--- config.mk ---
export PLATFORM = sky130hd
export DESIGN_NAME = riscv_v_alu_wb_buffer
export DESIGN_NICKNAME = d
export VERILOG_FILES = /design/src/rtl/riscv_v_alu_wb_buffer.sv
export SDC_FILE = /design/constraint.sdc
export NUM_CORES = 1
export LEC_CHECK = 0
export CAP_MARGIN = 0
export CELL_PAD_IN_SITES_DETAIL_PLACEMENT = 0
export CELL_PAD_IN_SITES_GLOBAL_PLACEMENT = 1
export CORE_UTILIZATION = 43
export CTS_CLUSTER_SIZE = 25
export DETAILED_ROUTE_END_ITERATION = 8
export PLACE_DENSITY = 0.77
export SYNTH_ARGS = -nofsm -noshare
export SYNTH_HDL_FRONTEND = slang
export SYNTH_SLANG_ARGS = --single-unit
--- constraint.sdc ---
create_clock -name clk -period 5.7 [get_ports clk]
set_clock_uncertainty 0.15 [all_clocks]
set_input_delay 0.57 -clock clk [delete_from_list [all_inputs] [get_ports clk]]
set_output_delay 0.57 -clock clk [all_outputs]
set_load 0.03 [all_outputs]
--- src/rtl/riscv_v_alu_wb_buffer.sv ---
// Vector ALU result write-back buffer: DEPTH-entry FIFO draining byte-enabled writes to the VRF.
// Optional build macro RISCV_V_WB_BYPASS_EN adds a zero-latency path when the FIFO is empty.
module riscv_v_alu_wb_buffer #(
  parameter int DATA_WIDTH = 128,
  parameter int NUM_BYTES  = DATA_WIDTH / 8,
  parameter int DEPTH      = 4,
  parameter int ADDR_W     = 5
) (
  input  logic                            clk,
  input  logic                            rst,
  input  logic                            in_valid,
  output logic                            in_ready,
  input  logic [DATA_WIDTH+NUM_BYTES-1:0] in_result,
  input  logic [NUM_BYTES-1:0]            in_zf,
  input  logic [NUM_BYTES-1:0]            in_of,
  input  logic [NUM_BYTES-1:0]            in_cf,
  input  logic [ADDR_W-1:0]               in_dst,
  input  logic                            in_wr_flags,
  output logic                            vrf_we,
  input  logic                            vrf_ready,
  output logic [ADDR_W-1:0]               vrf_addr,
  output logic [DATA_WIDTH-1:0]           vrf_wdata,
  output logic [NUM_BYTES-1:0]            vrf_be,
  output logic                            flag_we,
  output logic [NUM_BYTES-1:0]            flag_zf,
  output logic [NUM_BYTES-1:0]            flag_of,
  output logic [NUM_BYTES-1:0]            flag_cf,
  output logic [$clog2(DEPTH):0]          occupancy
);

  localparam int PTR_W = $clog2(DEPTH);
  localparam int CNT_W = PTR_W + 1;

  // Handshake: a transfer happens on a rising edge where valid && ready are both high;
  // the producer holds its payload stable while valid && !ready, and ready never depends on valid.

  logic [DATA_WIDTH-1:0] data_mem [DEPTH];
  logic [NUM_BYTES-1:0]  bv_mem   [DEPTH];
  logic [NUM_BYTES-1:0]  zf_mem   [DEPTH];
  logic [NUM_BYTES-1:0]  of_mem   [DEPTH];
  logic [NUM_BYTES-1:0]  cf_mem   [DEPTH];
  logic [ADDR_W-1:0]     dst_mem  [DEPTH];
  logic                  wf_mem   [DEPTH];

  logic [PTR_W-1:0] wr_ptr, rd_ptr;
  logic [CNT_W-1:0] count;

  logic [DATA_WIDTH-1:0] in_data;
  logic [NUM_BYTES-1:0]  in_bv;
  assign in_data = in_result[DATA_WIDTH+NUM_BYTES-1:NUM_BYTES];
  assign in_bv   = in_result[NUM_BYTES-1:0];

  logic empty, push, fifo_push, fifo_pop, head_done;
  assign empty    = (count == '0);
  assign in_ready = (count != CNT_W'(DEPTH));
  assign push     = in_valid && in_ready;

  logic                  head_valid;
  logic [DATA_WIDTH-1:0] head_data;
  logic [NUM_BYTES-1:0]  head_bv, head_zf, head_of, head_cf;
  logic [ADDR_W-1:0]     head_dst;
  logic                  head_wf;

  always_comb begin
    head_valid = !empty;
    head_data  = data_mem[rd_ptr];
    head_bv    = bv_mem[rd_ptr];
    head_zf    = zf_mem[rd_ptr];
    head_of    = of_mem[rd_ptr];
    head_cf    = cf_mem[rd_ptr];
    head_dst   = dst_mem[rd_ptr];
    head_wf    = wf_mem[rd_ptr];
`ifdef RISCV_V_WB_BYPASS_EN
    // Empty FIFO: the incoming result is offered to the VRF in the same cycle.
    if (empty && in_valid) begin
      head_valid = 1'b1;
      head_data  = in_data;
      head_bv    = in_bv;
      head_zf    = in_zf;
      head_of    = in_of;
      head_cf    = in_cf;
      head_dst   = in_dst;
      head_wf    = in_wr_flags;
    end
`endif
  end

  // An all-zero byte_valid entry is retired without a VRF write.
  assign head_done = head_valid && (!(|head_bv) || vrf_ready);
  assign fifo_pop  = head_done && !empty;
`ifdef RISCV_V_WB_BYPASS_EN
  assign fifo_push = push && !(empty && head_done);
`else
  assign fifo_push = push;
`endif

  assign vrf_we    = head_valid && (|head_bv);
  assign flag_we   = vrf_we && head_wf;
  assign vrf_addr  = vrf_we ? head_dst  : '0;
  assign vrf_wdata = vrf_we ? head_data : '0;
  assign vrf_be    = vrf_we ? head_bv   : '0;
  assign flag_zf   = vrf_we ? (head_zf & head_bv) : '0;
  assign flag_of   = vrf_we ? (head_of & head_bv) : '0;
  assign flag_cf   = vrf_we ? (head_cf & head_bv) : '0;
  assign occupancy = count;

  always_ff @(posedge clk) begin
    if (fifo_push) begin
      data_mem[wr_ptr] <= in_data;
      bv_mem[wr_ptr]   <= in_bv;
      zf_mem[wr_ptr]   <= in_zf;
      of_mem[wr_ptr]   <= in_of;
      cf_mem[wr_ptr]   <= in_cf;
      dst_mem[wr_ptr]  <= in_dst;
      wf_mem[wr_ptr]   <= in_wr_flags;
    end
  end

  always_ff @(posedge clk) begin
    if (rst) begin
      wr_ptr <= '0;
      rd_ptr <= '0;
      count  <= '0;
    end else begin
      if (fifo_push) wr_ptr <= wr_ptr + PTR_W'(1);
      if (fifo_pop)  rd_ptr <= rd_ptr + PTR_W'(1);
      case ({fifo_push, fifo_pop})
        2'b10:   count <= count + CNT_W'(1);
        2'b01:   count <= count - CNT_W'(1);
        default: count <= count;
      endcase
    end
  end

endmodule

After elaboration in Yosys (flattened, before gate mapping)

Memories as Yosys holds them, arrays and structs flattened. A register that Yosys moved wholly into a read port is not among the register bits.
Cells that the tools add are included.
Widths: inputs -> output; s select.

ROM bits: 0
Word-level logic and storage cells: 54
Memories: 7
Flip-flop bits (word level): 7
Memory bits (writable): 792
Bits in latches: 0
Output and inout bits: 203

Shift operators: 0
Mux-type cells: 23
Reduce and logical (&&, ||, !) cells: 11
$add $sub $neg: 4
$lt $le $gt $ge: 0
Div/mod/pow operators: 0
Bitwise logic cells: 3
Eq/ne operators: 3
Multiply operators: 0

Memory list:

| memory          | words | bits a word | read ports | clocked after Yosys merged registers in | wr ports | line | RTL |
|---|---|---|---|---|---|---|---|
| data_mem        | 4     | 128         | 1          | 1                                       | 1        | 37   | `logic [DATA_WIDTH-1:0] data_mem [DEPTH];` |
| bv_mem          | 4     | 16          | 1          | 1                                       | 1        | 38   | `logic [NUM_BYTES-1:0] bv_mem [DEPTH];` |
| cf_mem          | 4     | 16          | 1          | 1                                       | 1        | 41   | `logic [NUM_BYTES-1:0] cf_mem [DEPTH];` |
| of_mem          | 4     | 16          | 1          | 1                                       | 1        | 40   | `logic [NUM_BYTES-1:0] of_mem [DEPTH];` |
| zf_mem          | 4     | 16          | 1          | 1                                       | 1        | 39   | `logic [NUM_BYTES-1:0] zf_mem [DEPTH];` |
| dst_mem         | 4     | 5           | 1          | 1                                       | 1        | 42   | `logic [ADDR_W-1:0] dst_mem [DEPTH];` |
| 1 more memories | n/a   | n/a         | n/a        | n/a                                     | n/a      | n/a  |  |

Operators by type and width:

| operator            | number |
|---|---|
| $mux 128            | 1 |
| $mux 16             | 4 |
| $and 16x16->16      | 3 |
| $mux 2              | 14 |
| $reduce_or 16->1    | 1 |
| $pmux 3 s2          | 1 |
| $logic_and 1x1->1   | 5 |
| $mux 5              | 1 |
| $add 2x1->2 const B | 2 |
| $add 3x1->3 const B | 1 |
| $logic_not 3->1     | 1 |
| $ne 3x3->1 const B  | 1 |
| $sub 3x1->3 const B | 1 |
| $eq 2x1->1 const B  | 1 |
| $eq 2x2->1 const B  | 1 |
| $logic_not 1->1     | 2 |
| $mux 1              | 2 |
| $reduce_bool 2->1   | 1 |
| $logic_or 1x1->1    | 1 |

Longest topological paths before layout

Depth after elaboration: 7
Gate-level depth with buffers: 12
Gate-level depth less buffers: 10

Least setup slack after synthesis

OpenSTA, ideal clock, no wires.

Kind: register to register
Start point: reg count[1] (netlist: occupancy[1])
End point: mem bv_mem[0][0] (netlist name), enable pin
Setup time: 585 ps
Slack: -688 ps
Data arrival time: 5653 ps
Buffers on the path: 0
Cell stages (with the launch flop): 4
Path through: dfxtp_1 -> inv_1 -> nand3_1 -> and3_1

Word-level cells in the longest chain between the ends: 4

Ends and longest elaborated chain:

| item                         | line | RTL |
|---|---|---|
| start: declaration           | 46   | `logic [CNT_W-1:0] count;` |
| start signal: assignment     | 128  | `2'b10: count <= count + CNT_W'(1);` |
| start signal: assignment     | 129  | `2'b01: count <= count - CNT_W'(1);` |
| start signal: assignment     | 130  | `default: count <= count;` |
| $ne 3x3->1                   | 55   | `assign in_ready = (count != CNT_W'(DEPTH));` |
| via in_ready                 | 12   | `output logic in_ready,` |
| $logic_and 1x1->1            | 56   | `assign push = in_valid && in_ready;` |
| $mux 1                       | 108  | `if (fifo_push) begin` |
| $mux 1 (not written as such) | 110  | `bv_mem[wr_ptr] <= in_bv;` |
| end: declaration             | 38   |  |

The timed path passes the listed nets, and every way through them passes these cells.

==> impl_metrics.yaml <==
power_and_ir_drop:
  ir_drop_uv: 661
  power_mw: 20.0
  power_leakage_nw: 12.4
  p_per_area_nw_per_um2: 521
timing:
  rsz0062_at_grt: "false"
  slew_violations: 0
  max_slew_margin_pct: 26.4
  worstMarginPinSlew_ns: 1.10
  setup_viol: 0
  final_hold_viol_count: 0
  fmax_mhz: 182
  whs_ns: 0.353
  fin_crit_ns: 5.49
  timing.final.crit_share_pct: 96.4
  tns_ns: 0
routing:
  routed_wirelength_mm: 65.6
  via_per_inst: 5.29
  drt_pass1_iterations: 5
  routedWlPerCell_microns: 23.7
  vias: 14700
  drc: 0
  first_iter_violations: 1173
  ant_nets: 0
finish:
  fin_nets: 1968
  fin_cells: 2769
  synthToLayoutAreaGrowth_pct: 25.4
  stdcell_area_sq_um: 38500
  drive_gt1_share_pct: 24.5
floorplanning:
  fp.dieH_microns: 269
  core_sq_um: 70300
  rows: 97
  dieArea_sq_um: 72400
  start_util_pct: 43.6
  die_x_microns: 269
  io_pins: 405
critical_path:
  crit_arrival_ns: 4.77
  crit_chain: "mux4_2 > nor4_1 > nand4_2 > nor2b_4 > buf_12 > and3_1 > clkdlybuf4s50_1"
  end_kind: "output port"
  cp-start-kind: "register"
  crit_required_ns: 4.98
  critPathKind: "reg -> out"
  cpPeakStageDelay_ns: 0.87
  critical_path.slowest_cell: "dfxtp_4"
  cp_max_fo: 198
synthesis:
  yosysUniqueCellTypes: 32
  synth_nets: 1527
  synthArstFlopShare_pct: 0
  ys_ff_latch: 801
  synth_area_leaders: "edfxtp_1 (78%), mux4_2 (15%), and2_4 (2.9%)"
  seq_area_frac_synth_pct: 78.1
  ys_dominant_reg_cell: "edfxtp_1"
  synth_edf_count: 792
  avgSynthCellArea_sq_um: 23.2
  synth.largest_area_cell: "edfxtp_1"
  synth_top_cell_area_share_pct: 77.6
  synthesis.area_sq_um: 30700
  synthTopCellsByCount: "edfxtp_1 (792), mux4_2 (198), and2_4 (100)"
  yosysWarnings: 0
  synth.most_common_cell: "edfxtp_1"
  synth_cells: 1319
global_route:
  antenna_found_initial: 15
  grt_use_total_pct: 18.1
  grt_pass1_wl_mm: 95.9
  grt_max_degree: 199
  grt_pass1_vias: 15200
  grt-ovfl-total: 0
clock_tree:
  postCtsHoldBufs: 0
  cts.clk_slew.worst_paths_ns: 0.06
  cts_resized: 0
  cts_root_buf: "clkbuf_16"
  numClockSinks: 801
  clkLatencyLatePin_ns: 0.61
  numCtsBuffers: 81
  cts_tree: "yes"
  post_cts_buffers: 0
  cts_buffer_depth: 3
  h-tree-depth: 3
placed_design:
  routabilityCongestion: 0.718
  dp.cells: 2617
  io_buffers: 404
  hpwlAfterDp_mm: 39.1
  dpl_cell_area_sq_um: 35800
outcome:
  status: "finished, final reports clean"
min_path:
  hp-class: "reg -> reg"
job:
  max_cap_viol_count: 0
## flip-flops by register name, summed over array words and instances, names as in the netlist, named ones only
signal     count
data_mem     512
bv_mem        64
cf_mem        64
of_mem        64
zf_mem        64
dst_mem       20
wf_mem         4
occupancy      3
rd_ptr         2
wr_ptr         2
## worst max-delay path: cells and delay by family (launching register included)
kind          cells  cell delay, ns
simple gates      4            1.32
flops             1            0.87
buf+inv           2            0.84
mux               1            0.77
## cell families (layout without fill, tap and decap cells)
family	Yosys count	after routing	share of synthesized area (%)
buffers and inverters	75	582	1.32
AND/OR/NAND/NOR	229	229	5.51
AO/OA/AOI/OAI	7	7	0.131
flip-flops	801	801	78.1
multiplexers	198	198	14.5
adder cells (fa/ha/maj)	6	6	0.269
XOR/XNOR	3	3	0.0857
other	0	3	0
## cell type report
class                   instances  area [sq um]
multi-input cells             443          6330
diodes                          3          7.51
clock inverters                43           413
clock buffers                 106          2220
repair buffers                425          4310
inverters                       8          30.0
flip-flops and latches        801         24000
well taps                     940          1180
fillers                      5305         31800
## metal layers
| layer | part of all wire (%) | wire length [microns] | GRT usage (%) |
|---|---|---|---|
| met5 | 0.27 | 175 | 0 |
| met4 | 2.1 | 1350 | 5.54 |
| met3 | 8.2 | 5370 | 4.97 |
| met2 | 49 | 32400 | 29.0 |
| met1 | 40 | 26300 | 24.3 |
## metrics by stage
step / util [%] / setup slack (ns)
after global routing: 54.7 / 0.0783
final: 54.7 / 0.207
after floorplan: - / 1.59
after global placement: 51.0 / 1.13
after CTS: 54.7 / 0.387
after detailed placement: 51.0 / 1.07
## power by group
group	switching, mW	internal [mW]
sequential	0.228	7.12
clock	2.15	3.04
combinational	4.09	3.39
total	6.47	13.5
## path summary, 6_finish.rpt
path	from	endpoint	slack (ns)	cells after the start
worst min-delay path	wr_ptr[1]$_SDFFE_PP0P_	wr_ptr[1]$_SDFFE_PP0P_	0.35	2
worst max-delay path	register	flag_cf[3]	0.21	7
worst max register to register	register	occupancy[2]$_SDFFE_PP0P_	1.51	10
worst min register to register	wr_ptr[1]$_SDFFE_PP0P_	wr_ptr[1]$_SDFFE_PP0P_	0.35	2
## placed cells by master, fill, tap and decap left out, types with 5 or more instances in the layout
| cell | netlist | layout |
|---|---|---|
| clkdlybuf4s50_1 | 0 | 404 |
| clkbuf_1 | 43 | 18 |
| buf_4 | 0 | 12 |
| mux4_2 | 198 | 198 |
| clkbuf_16 | 0 | 84 |
| bufinv_16 | 0 | 6 |
| ha_1 | 5 | 5 |
| edfxtp_1 | 792 | 792 |
| and3_1 | 52 | 48 |
| clkinv_2 | 0 | 15 |
| and2_4 | 100 | 100 |
| and2_1 | 51 | 51 |
| buf_12 | 0 | 9 |
| clkinv_1 | 0 | 13 |
| inv_1 | 8 | 8 |
| dfxtp_1 | 9 | 7 |
No activity file was read; power rests on OpenSTA's default activity.
==> edit 1, RTL diff (same flow settings) <==
Change the parameter `DATA_WIDTH` from 128 to 256.
--- a/src/rtl/riscv_v_alu_wb_buffer.sv
+++ b/src/rtl/riscv_v_alu_wb_buffer.sv
@@ -3,3 +3,3 @@
 module riscv_v_alu_wb_buffer #(
-  parameter int DATA_WIDTH = 128,
+  parameter int DATA_WIDTH = 256,
   parameter int NUM_BYTES  = DATA_WIDTH / 8,
Interface: changed (9 resized); port bits go from 405 to 789. The function was not compared with the original's and may differ.
==> edit 1 against the original RTL <==
  * Utilization is 0.36 points higher
  * Total power is 92% higher
  * Synthesized area is 93% higher
  * Sequential cell count is 768 higher
  * Routed wire length is 110% higher
  * Design area is 95% higher
  * Cell count is 96% higher
  * Clock power is 95% higher
  * Setup slack better by 250 ps
==> edit 1: results (changes against the original RTL) <==
grt:
  grt_usage: 0.197  # was 0.181
  grt_max_degree: 115  # was 199
  grt_pass1_wl_microns: 201000  # was 95900 microns
setup_path:
  cp-endpoint: "vrf_wdata[92]"  # was flag_cf[3]
  reg2reg_depth: 12  # was 10
sta:
  tightest_slew_ps: 1000  # was 1100 ps
  worst_slack_ps: 456  # was 207 ps
placement:
  dp_hpwl_microns: 90800  # was 39100 microns
  place_inst: 5094  # was 2617
  post-place-ws_ps: 881  # was 1070 ps
  dpl-instance-area_sq_um: 69800  # was 35800 sq um
synthesis:
  synth_cell_type_count: 34  # was 32
  synth.yosys.seq_area_share: 0.793  # was 0.781
  synth_edf_count: 1560  # was 792
  synthTopCellsByCount: "edfxtp_1, mux4_2, nor2b_1"  # was edfxtp_1, mux4_2, and2_4
  synthXorXnorAreaFrac: 0.000443  # was 0.000857
power_and_ir_drop:
  peakVddDrop_mv: 0.460  # was 0.661 mV
  p_leak_nw: 24.0  # was 12.4 nW
clocking:
  cts_setup_buffers: 3  # was 0
  clock_latency_ps: 780  # was 610 ps
  htreeDepth: 4  # was 3
hold_path:
  hp-start: "in_result[277]"  # was wr_ptr[1]$_SDFFE_PP0P_
  whs_path_depth: 1  # was 2
  hold_class: "input pin to register"  # was register to register
route:
  drt-initial-drc-count: 2342  # was 1173
  wl_microns: 139000  # was 65600 microns
  firstDrtPassIters: 7  # was 5
final_layout:
  final_nets: 3887  # was 1968
  largest_reg_flops: 1024  # was 512
status:
  status: "complete, no violations"  # unchanged
-- edit 1: layer usage --
metal  GRT usage  vias up  wire, microns
li1            -    12500              -
met1       0.251    15100          54000
met2       0.319     1104          68900
met3      0.0634      263          11600
met4      0.0679       56           3840
met5           0        -            372
-- edit 1: cell families after synthesis --
| logic type | Yosys count |
|---|---|
| flip-flops | 1569 |
| AND/OR/NAND/NOR | 427 |
| multiplexers | 390 |
| buffers and inverters | 170 |
| AO/OA/AOI/OAI | 12 |
| adder cells (fa/ha/maj) | 6 |
| XOR/XNOR | 3 |
-- edit 1: power breakdown --
part | leakage (nW) | internal (mW) | switching [mW]
logic | 7.14 | 5.93 | 8.32
clock network | 2.47 | 5.83 | 4.22
registers | 14.4 | 13.9 | 0.263
-- edit 1: stage by stage --
stage / total power, mW / hold slack [ps] / setup TNS, ps
4_1_cts: 38.9 / 189 / 0
6_report: 38.5 / 270 / 0
3_3_place_gp: 28.7 / 345 / 0
2_1_floorplan: 23.1 / 319 / -1130990
5_1_grt: 39.9 / 227 / 0
3_5_place_dp: 28.8 / 351 / 0
-- edit 1: layout make-up --
type | instances | area (sq um) | share of cell area
Clock buffer | 202 | 4290 | 0.0572
Timing Repair Buffer | 879 | 8890 | 0.118
Sequential cell | 1569 | 47000 | 0.627
Inverter | 40 | 150 | 0.00200
Antenna cell | 21 | 52.6 | 0.000701
Multi-Input combinational cell | 838 | 11600 | 0.154
Clock inverter | 85 | 786 | 0.0105
Tap cell | 1781 | 2230 | 0.0297
-- edit 1: worst max-delay path, stage by stage (launching register included) --
cell and delay (ps):
dfxtp_4 420, buf_4 230, mux4_2 640, nor4_1 560, nand4_1 300, o21ai_4 200, buf_4 160, buf_12 180
buf_12 300, nor2b_1 100, clkdlybuf4s50_1 600
==> edit 2, RTL diff (config.mk and constraints unchanged) <==
Without the edit above. Reset style: asynchronous (`rst`), changed in one clocked block.
--- a/src/rtl/riscv_v_alu_wb_buffer.sv
+++ b/src/rtl/riscv_v_alu_wb_buffer.sv
@@ -118,3 +118,3 @@
 
-  always_ff @(posedge clk) begin
+  always_ff @(posedge clk or posedge rst) begin
     if (rst) begin
Behaviour: differs if rst is asserted again (counterexample within 4 cycles, from zero or initial values and one cycle with rst high); with rst held inactive, the same outputs for 4 cycles.
==> edit 2 against the original RTL <==
  * Design area shrank 1.0%
  * Fmax increased by 5.7%
  * First-iteration DRC count shrank 2.4%
  * Setup slack gained 300 ps
  * Total power increased by 12%
  * Synthesized area shrank 1.2%
  * Sequential cell count is 2 lower
  * Routed wire length decreased by 0.15%
  * Sequential power grew 9.9%
==> edit 2: results (changes against the original RTL) <==
synthesis:
  synth_cell_type_count: 25  # was 32
  synthTopCellsByCount: "edfxtp_1, mux4_2, and3_1"  # was edfxtp_1, mux4_2, and2_4
  synth.area.top_cells: "edfxtp_1, mux4_2, and3_1"  # was edfxtp_1, mux4_2, and2_4
  synth_nets: 1520  # was 1527
  synth.yosys.seq_area_share: 0.791  # was 0.781
  syn_area_sq_um: 30300  # was 30700 sq um
  ys_async_sr_fraction: 0.00876  # was 0
setup_path:
  crit_fanout: 75  # was 198
  r2r_setup_slack_ps: 1420  # was 1510 ps
  cp-endpoint: "flag_cf[14]"  # was flag_cf[3]
  reg2reg_depth: 12  # was 10
  max_stage_delay_ps: 800  # was 870 ps
  arrival_ps: 4480  # was 4770 ps
grt:
  grt_usage: 0.184  # was 0.181
  antenna_found_initial: 16  # was 15
  grt_pass1_vias: 15400  # was 15200
  grt_max_degree: 105  # was 199
power_and_ir_drop:
  p_leak_nw: 12.5  # was 12.4 nW
  peakVddDrop_mv: 0.502  # was 0.661 mV
route:
  drt-initial-drc-count: 1145  # was 1173
  vias_per_cell: 5.41  # was 5.29
  wl_microns: 65500  # was 65600 microns
final_layout:
  drive_gt1_frac: 0.195  # was 0.245
placement:
  dp_hpwl_microns: 38400  # was 39100 microns
hold_path:
  hold_class: "input pin to async pin"  # was register to register
status:
  status: "complete, no violations"  # unchanged
==> edit 2: cell types whose count changed in the layout (fill, tap and decap cells not counted), sizes merged, moves of 3 or more <==
cell      delta
a21oi        -3
and2       -101
and3       +102
bufinv       -3
clkinv       +8
clkinvlp     -3
dfrtp        +7
dfxtp        -9
nand3        -3
nor2         -3
==> edit 2: worst max-delay path: cells and delay by family, from the launching register on <==
family / cells / cell delay, ps
AND/OR/NAND/NOR: 4 / 1320
multiplexers: 1 / 360
flip-flops: 1 / 800
buffers and inverters: 3 / 1360
==> edit 2: power breakdown <==
part           switching, mW  internal, mW  total (mW)
clock                   2.15          2.90        5.05
combinational           5.25          4.07        9.32
sequential             0.331          7.74        8.08
total                   7.72          14.7        22.4
==> edit 2: cell families after synthesis <==
logic type	share of synthesized area
DFF	0.791
muxes	0.147
and+or+nand+nor	0.0455
buffers and inverters	0.0113
AOI/OAI and AO/OA	0.000578
adders and majority gates	0.00273
xor gates and xnor gates	0.00173
==> edit 2: layout make-up <==
class	count	area (sq um)
Antenna cell	5	12.5
Clock inverter	47	335
Multi-Input combinational cell	428	6030
Fill cell	5268	31100
Timing Repair Buffer	424	4310
Sequential cell	799	24000
Clock buffer	105	2220
Tap cell	931	1160
Inverter	8	30.0
==> edit 2: worst min path at each step <==
stage,from,to,slack [ps],cells after the start
floorplan,rst,occupancy[0]$_DFFE_PP0P_,220,1
global placement,occupancy[2]$_DFFE_PP0P_,occupancy[2]$_DFFE_PP0P_,360,1
detailed placement,occupancy[2]$_DFFE_PP0P_,occupancy[2]$_DFFE_PP0P_,370,1
CTS,rst,occupancy[0]$_DFFE_PP0P_,30,2
global route,rst,occupancy[0]$_DFFE_PP0P_,60,2
finish,rst,occupancy[1]$_DFFE_PP0P_,60,2
==> edit 2: stage by stage <==
stage / std cells / total power, mW / instance area (sq um) / utilization
after floorplan: 1312 / 14.0 / 30300 / -
after global placement: 2590 / 17.6 / 35500 / 0.513
after detailed placement: 2590 / 17.7 / 35500 / 0.513
after CTS: 2742 / 22.7 / 38100 / 0.550
after global routing: 2744 / 23.4 / 38100 / 0.550
final: 2747 / 22.4 / 38100 / 0.550
==> edit 2: per-layer routing <==
metal  track usage  part of all wire  vias to the layer above  wire length, microns
met2         0.292              0.49                      558                 31800
met1         0.249              0.41                     7770                 26600
met4        0.0505             0.017                       24                  1140
met5             0            0.0024                        -                   154
li1              -                 -                     6399                     -
met3        0.0548             0.088                       99                  5770
